### src/rtl/vm2002_coin_acceptor_if.sv
// Money-path bundle between the vend FSM and the coin acceptor.
// The master side drives coins and requests; the slave side returns credit and pulses.
interface vm2002_coin_acceptor_if #(
  parameter int CW = 16
);
  logic [1:0]    coins;
  logic          arm;
  logic          cancel;
  logic          charge_valid;
  logic [CW-1:0] charge_amt;
  logic [CW-1:0] credit;
  logic          busy;
  logic          charge_ok;
  logic          charge_nak;
  logic          refund_valid;
  logic [CW-1:0] refund;
  logic          reject;
  logic          timeout;

  modport master (
    output coins, arm, cancel,
    output charge_valid, charge_amt,
    input  credit, busy, charge_ok,
    input  charge_nak, refund_valid,
    input  refund, reject, timeout
  );

  modport slave (
    input  coins, arm, cancel,
    input  charge_valid, charge_amt,
    output credit, busy, charge_ok,
    output charge_nak, refund_valid,
    output refund, reject, timeout
  );
endinterface

### src/rtl/vm2002_coin_acceptor.sv
// Coin acceptor: edge-qualified coins, saturating credit,
// one charge per session, inactivity watchdog and refund.
module vm2002_coin_acceptor #(
  parameter int CW          = 16,
  parameter int MAX_CREDIT  = 995,
  parameter int TIMEOUT_CYC = 512
) (
  input logic                   clk,
  input logic                   hrst,
  input logic                   srst,
  vm2002_coin_acceptor_if.slave bus
);
  localparam int TW = $clog2(TIMEOUT_CYC);
  localparam logic [TW-1:0] T_RELOAD = TW'(TIMEOUT_CYC - 1);
  localparam logic [CW:0] MAX_C = (CW+1)'(MAX_CREDIT);

  typedef enum logic [1:0] {
    IDLE,
    COLLECT,
    REFUND
  } state_t;

  state_t        state_q, state_d;
  logic [CW-1:0] credit_q, credit_d;
  logic [CW-1:0] refund_q, refund_d;
  logic [TW-1:0] timer_q, timer_d;
  logic [1:0]    coins_q;
  logic          ok_q, ok_d;
  logic          nak_q, nak_d;
  logic          rv_q, rv_d;
  logic          rej_q, rej_d;
  logic          to_q, to_d;
  logic          coin_ev;
  logic [CW-1:0] coin_val;
  logic [CW:0]   sum;

  // A code only counts on the transition out of "no coin".
  assign coin_ev = (bus.coins != 2'b00)
                && (coins_q == 2'b00);

  always_comb begin
    coin_val = '0;
    case (bus.coins)
      2'b01:   coin_val = CW'(5);
      2'b10:   coin_val = CW'(10);
      2'b11:   coin_val = CW'(25);
      default: coin_val = '0;
    endcase
  end

  assign sum = {1'b0, credit_q}
             + {1'b0, coin_val};

  always_comb begin
    state_d  = state_q;
    credit_d = credit_q;
    refund_d = refund_q;
    timer_d  = timer_q;
    ok_d     = 1'b0;
    nak_d    = 1'b0;
    rv_d     = 1'b0;
    rej_d    = 1'b0;
    to_d     = 1'b0;
    case (state_q)
      IDLE: begin
        rej_d = coin_ev;
        if (bus.arm) begin
          state_d  = COLLECT;
          credit_d = '0;
          timer_d  = T_RELOAD;
        end
      end
      COLLECT: begin
        if (bus.cancel) begin
          rej_d   = coin_ev;
          state_d = REFUND;
        end else if (bus.charge_valid) begin
          rej_d = coin_ev;
          if (bus.charge_amt <= credit_q) begin
            ok_d     = 1'b1;
            credit_d = credit_q - bus.charge_amt;
            state_d  = REFUND;
          end else begin
            nak_d   = 1'b1;
            timer_d = T_RELOAD;
          end
        end else if (coin_ev) begin
          timer_d = T_RELOAD;
          if (sum <= MAX_C) begin
            credit_d = sum[CW-1:0];
          end else begin
            rej_d = 1'b1;
          end
        end else if (timer_q == '0) begin
          to_d    = 1'b1;
          state_d = REFUND;
        end else begin
          timer_d = timer_q - TW'(1);
        end
      end
      REFUND: begin
        rv_d     = 1'b1;
        refund_d = credit_q;
        credit_d = '0;
        rej_d    = coin_ev;
        state_d  = IDLE;
      end
      default: state_d = IDLE;
    endcase
  end

  always_ff @(posedge clk or posedge hrst) begin
    if (hrst) begin
      state_q  <= IDLE;
      credit_q <= '0;
      refund_q <= '0;
      timer_q  <= '0;
      coins_q  <= 2'b00;
      ok_q     <= 1'b0;
      nak_q    <= 1'b0;
      rv_q     <= 1'b0;
      rej_q    <= 1'b0;
      to_q     <= 1'b0;
    end else if (srst) begin
      state_q  <= IDLE;
      credit_q <= '0;
      refund_q <= '0;
      timer_q  <= '0;
      coins_q  <= 2'b00;
      ok_q     <= 1'b0;
      nak_q    <= 1'b0;
      rv_q     <= 1'b0;
      rej_q    <= 1'b0;
      to_q     <= 1'b0;
    end else begin
      state_q  <= state_d;
      credit_q <= credit_d;
      refund_q <= refund_d;
      timer_q  <= timer_d;
      coins_q  <= bus.coins;
      ok_q     <= ok_d;
      nak_q    <= nak_d;
      rv_q     <= rv_d;
      rej_q    <= rej_d;
      to_q     <= to_d;
    end
  end

  assign bus.credit       = credit_q;
  assign bus.busy         = (state_q != IDLE);
  assign bus.charge_ok    = ok_q;
  assign bus.charge_nak   = nak_q;
  assign bus.refund_valid = rv_q;
  assign bus.refund       = refund_q;
  assign bus.reject       = rej_q;
  assign bus.timeout      = to_q;
endmodule

### src/flat_wrapper.sv
// flat-port wrapper written by rule: the top's interface ports become plain ports
module vm2002_coin_acceptor_flat 
#(
  parameter int CW          = 16,
  parameter int MAX_CREDIT  = 995,
  parameter int TIMEOUT_CYC = 512
)
  (clk, hrst, srst, bus_coins, bus_arm, bus_cancel, bus_charge_valid, bus_charge_amt, bus_credit, bus_busy, bus_charge_ok, bus_charge_nak, bus_refund_valid, bus_refund, bus_reject, bus_timeout);
  vm2002_coin_acceptor_if #(.CW(CW)) bus_i ();
  input logic clk;
  input logic hrst;
  input logic srst;
  input wire logic [$bits(bus_i.coins)-1:0] bus_coins;
  input wire logic [$bits(bus_i.arm)-1:0] bus_arm;
  input wire logic [$bits(bus_i.cancel)-1:0] bus_cancel;
  input wire logic [$bits(bus_i.charge_valid)-1:0] bus_charge_valid;
  input wire logic [$bits(bus_i.charge_amt)-1:0] bus_charge_amt;
  output wire logic [$bits(bus_i.credit)-1:0] bus_credit;
  output wire logic [$bits(bus_i.busy)-1:0] bus_busy;
  output wire logic [$bits(bus_i.charge_ok)-1:0] bus_charge_ok;
  output wire logic [$bits(bus_i.charge_nak)-1:0] bus_charge_nak;
  output wire logic [$bits(bus_i.refund_valid)-1:0] bus_refund_valid;
  output wire logic [$bits(bus_i.refund)-1:0] bus_refund;
  output wire logic [$bits(bus_i.reject)-1:0] bus_reject;
  output wire logic [$bits(bus_i.timeout)-1:0] bus_timeout;
  assign bus_i.coins = bus_coins;
  assign bus_i.arm = bus_arm;
  assign bus_i.cancel = bus_cancel;
  assign bus_i.charge_valid = bus_charge_valid;
  assign bus_i.charge_amt = bus_charge_amt;
  assign bus_credit = bus_i.credit;
  assign bus_busy = bus_i.busy;
  assign bus_charge_ok = bus_i.charge_ok;
  assign bus_charge_nak = bus_i.charge_nak;
  assign bus_refund_valid = bus_i.refund_valid;
  assign bus_refund = bus_i.refund;
  assign bus_reject = bus_i.reject;
  assign bus_timeout = bus_i.timeout;
  vm2002_coin_acceptor #(.CW(CW), .MAX_CREDIT(MAX_CREDIT), .TIMEOUT_CYC(TIMEOUT_CYC)) u_core (.clk(clk), .hrst(hrst), .srst(srst), .bus(bus_i));
endmodule
### config.mk
export PLATFORM = sky130hd
export DESIGN_NAME = vm2002_coin_acceptor_flat
export DESIGN_NICKNAME = d
export VERILOG_FILES = /design/src/rtl/vm2002_coin_acceptor_if.sv /design/src/rtl/vm2002_coin_acceptor.sv /design/src/flat_wrapper.sv
export SDC_FILE = /design/constraint.sdc
export NUM_CORES = 1
export LEC_CHECK = 0
export CAP_MARGIN = 10
export CORE_MARGIN = 8
export CORE_UTILIZATION = 30
export DETAILED_ROUTE_END_ITERATION = 16
export GPL_ROUTABILITY_DRIVEN = 0
export GPL_TIMING_DRIVEN = 0
export PLACE_DENSITY = 0.6
export SYNTH_ARGS = -nofsm -noshare
export SYNTH_HDL_FRONTEND = slang
export SYNTH_SLANG_ARGS = --single-unit
### constraint.sdc
create_clock -name clk -period 3.53 [get_ports clk]
set_input_delay 0.706 -clock clk [delete_from_list [all_inputs] [get_ports clk]]
set_output_delay 0.706 -clock clk [all_outputs]
set_load 0.05 [all_outputs]
==> results_dict.tcl <==
set metrics [dict create \
    drive_gt1_frac 0.115 \
    worstHoldPathType "flop to flop" \
    postLayoutCoreUtil 0.400 \
    die_h_um 127 \
    synth_nets 472 \
    start_util 0.309 \
    num_io_pins 62 \
    drt-initial-drc-count 249 \
    antenna_found_initial 0 \
    critPathKind "primary input to flop" \
    drv_cap 0 \
    fillers 1219 \
    drt_wl_total_um 11000 \
    cts.sinks 50 \
    cts_max_level 2 \
    overflow 0 \
    arrival_ns 3.53 \
    crit_buf_inv 3 \
    yosys_warnings 0 \
    cpMostUsedCell "a31oi_4" \
    setup_viol 0 \
    rsz0062_at_grt "false" \
    ys_seq_elements 50 \
    die_x_um 127 \
    min_period_over_period 0.941 \
    ant_nets 0 \
    cp-end-kind "flop" \
    num_vias 3467 \
    synth_top_family_by_area "compound AO/OA/AOI/OAI gates" \
    hold_buffers 0 \
    synthCells 424 \
    ys_seq_area_frac 0.336 \
    crit_path_end "u_core.bus.credit[0]$_DFFE_PP0P_" \
    syn_to_final_growth_pct 29.6 \
    multi_input_area_um2 2340 \
    path_max_fanout 10 \
    clk_latency_ns 0.29 \
    path_clk_slew_ns 0.07 \
    switchingPower_uw 522 \
    core-area_um2 12100 \
    placed_area_um2 4540 \
    cp_slowest_stage_delay_ns 0.38 \
    fin_skew_ns 0.00525 \
    r2r-start "u_core.bus.credit[0]$_DFFE_PP0P_" \
    synth_edf_count 0 \
    cts_tree "yes" \
    path_cells "dlygate4sd2_1 > nor2b_2 > fa_2 > a211o_1 > a31oi_4 > nor3b_2 > xor2_1 > nand4_1 > a31oi_4 > or2_1 > buf_6 > buf_12 > mux2i_1" \
    cts_root_buf "clkbuf_16" \
    intPower_mw 1.11 \
    p_seq_frac 0.389 \
    outcome "completed" \
    fmax_mhz 301 \
    async_flop_share 1.00 \
    drc 0 \
    tightest_slew_ns 1.04 \
    diodes 0 \
    portBuffers 59 \
    synth_simple_gate_area_frac 0.179 \
    cp-start-kind "primary input" \
    grt_use_total 0.135 \
    crit_path_start "bus_coins[1]" \
    reg2reg_depth 12 \
    fp-row-count 40 \
    grt_max_degree 34 \
    dpl.hpwl_um 8350 \
    powerDensity_nw_per_um2 338 \
    synth_cell_types 60 \
    syn-cell-area_um2 3720 \
    switching_share 0.320 \
    irDropWorstVdd_mv 0.223 \
    fin_nets 541 \
    synth_xor_area_frac 0.0447 \
    comb_power_share 0.274 \
    p_leak_nw 2.05 \
    synth.area.mux_share 0.0222 \
    clock_power_share 0.337 \
    grt_pass1_vias 3414 \
    finalHoldViolCount 0 \
    clk_path_buf_depth 2 \
    wl_per_cell_um 16.6 \
    drt-vias-per-instance 5.24 \
    worstSetupPathDepth 13 \
    synth.avg_cell_area_um2 8.78 \
    slew_viol_final 0 \
    cp_top_family "compound AO/OA/AOI/OAI gates" \
    synth_compound_area_frac 0.270 \
    cp.required_ns 3.74 \
    period_minus_slack_ns 3.32 \
    cts_buffers 5 \
    timing.hold.ws_ns 0.499 \
    die-area_um2 16200 \
    grt_pass1_wl_um 17800 \
    worst_r2r_endpoint "u_core.bus.credit[0]$_DFFE_PP0P_" \
    drt_pass1_iterations 4 \
    design_area_um2 4820 \
    slew_headroom 0.307 \
    yosys_most_used_dff "dfrtp_1" \
    synthAdderAreaFrac 0.0847 \
    cp_slowest_cell "fa_2" \
    regArea_um2 1250 \
    reg2reg_setup_slack_ns 0.42 \
]
==> metal layers <==
layer  up-vias  track usage  routed length [um]
met5         -            0                   0
met4         0       0.0336                 165
met3        12       0.0241                 540
met2        95        0.221                5180
met1      1672        0.178                5110
li1       1688            -                   -
==> per-stage QoR <==
step | setup TNS (ns) | std cells | setup slack, ns | power (mW)
2_1_floorplan | 0 | 424 | 0.271 | 0.942
3_3_place_gp | -9.10 | 651 | -0.622 | 1.06
3_5_place_dp | -10.88 | 652 | -0.724 | 1.08
4_1_cts | 0 | 660 | 0.0503 | 1.63
5_1_grt | 0 | 662 | 0.0541 | 1.71
6_report | 0 | 662 | 0.210 | 1.63
==> cells by family after synthesis <==
logic type	after synthesis
buffers and inverters	54
adders and majority gates	24
AOI/OAI and AO/OA	138
muxes	8
xor gates and xnor gates	19
DFF	50
and+or+nand+nor	131
==> power by group through the flow <==
stage,logic (mW),registers [mW],clock network (mW)
6_report,0.446,0.635,0.550
5_1_grt,0.489,0.640,0.582
4_1_cts,0.442,0.635,0.556
3_5_place_dp,0.430,0.646,0
3_3_place_gp,0.419,0.645,0
2_1_floorplan,0.268,0.674,0
==> synth_stat cells, types with 7 or more instances <==
library cell  count  area (um^2)
o21ai_0          18         90.1
ha_1             22          275
inv_1            27          101
dfrtp_1          50         1250
o31ai_1          12         90.1
clkbuf_1         19         71.3
a31oi_1           7         43.8
a21oi_1          35          175
xnor2_1          13          114
nor2_1           39          146
o22a_1            7         61.3
o31ai_2           8          100
nand2_1          20         75.1
a22o_1           16          140
nand3_1          14         70.1
nand4_1           7         43.8
nor3_1           10         50.1
==> state kept, by name, indices dropped and copies added, names as in the netlist <==
signal,cells
u_core.state_q,2
u_core.bus.timeout,1
u_core.timer_q,9
u_core.bus.refund,16
u_core.coins_q,2
u_core.bus.refund_valid,1
u_core.bus.charge_ok,1
u_core.bus.reject,1
u_core.bus.charge_nak,1
u_core.bus.credit,16
==> cell usage in the layout, fill, tap and decap left out, types with 3 or more instances in the layout <==
master	count
nand2_1	20
xnor2_1	13
clkbuf_16	5
nand2b_1	5
or2_2	4
clkbuf_1	17
a211oi_1	4
clkdlybuf4s50_1	57
nand3_1	14
o21ai_0	18
nor3_1	9
a22o_1	16
a31oi_1	6
buf_4	5
nor2_1	39
xor2_1	6
inv_1	26
o22a_1	7
or3_1	5
nor2b_1	5
mux2i_1	6
clkbuf_2	3
o21bai_1	3
a21oi_1	34
o31ai_2	8
a41oi_1	3
o31ai_1	12
nand4_1	7
ha_1	21
nor4_1	4
a21o_1	4
dfrtp_1	50
nand3b_1	5
==> worst register-to-register path, delay by kind of cell, from the launching register on <==
| kind | cells | cell delay (ns) |
|---|---|---|
| and+or+nand+nor | 3 | 0.46 |
| muxes | 1 | 0.19 |
| buffers and inverters | 2 | 0.30 |
| AOI/OAI and AO/OA | 3 | 0.85 |
| adders and majority gates | 2 | 0.67 |
| DFF | 1 | 0.41 |
| xor gates and xnor gates | 1 | 0.16 |
==> final cells by class <==
cell class,instances,share of cell area
Clock buffer,5,0.0259
Inverter,27,0.0210
Buffer,26,0.0275
Sequential cell,50,0.259
Tap cell,168,0.0436
Multi-Input combinational cell,320,0.484
Timing Repair Buffer,63,0.130
Clock inverter,3,0.00830
==> worst min path at each step <==
stage	start	to	cells after the start
floorplan	u_core.timer_q[7]$_DFFE_PP0P_	u_core.timer_q[7]$_DFFE_PP0P_	1
global placement	u_core.bus.refund[12]$_DFFE_PP0P_	u_core.bus.refund[12]$_DFFE_PP0P_	1
detailed placement	u_core.bus.refund[13]$_DFFE_PP0P_	u_core.bus.refund[13]$_DFFE_PP0P_	1
CTS	u_core.bus.refund[1]$_DFFE_PP0P_	u_core.bus.refund[1]$_DFFE_PP0P_	1
global route	u_core.bus.refund[2]$_DFFE_PP0P_	u_core.bus.refund[2]$_DFFE_PP0P_	1
finish	u_core.bus.refund[1]$_DFFE_PP0P_	u_core.bus.refund[1]$_DFFE_PP0P_	1
==> timing repair <==
action / 4_1_cts / 5_1_grt
resized for setup: 15 / 9
endpoints found under the setup margin: 17 / 17
pin swaps: 3 / 6
setup buffers: 0 / 3
(Power assumes the default switching activity.)
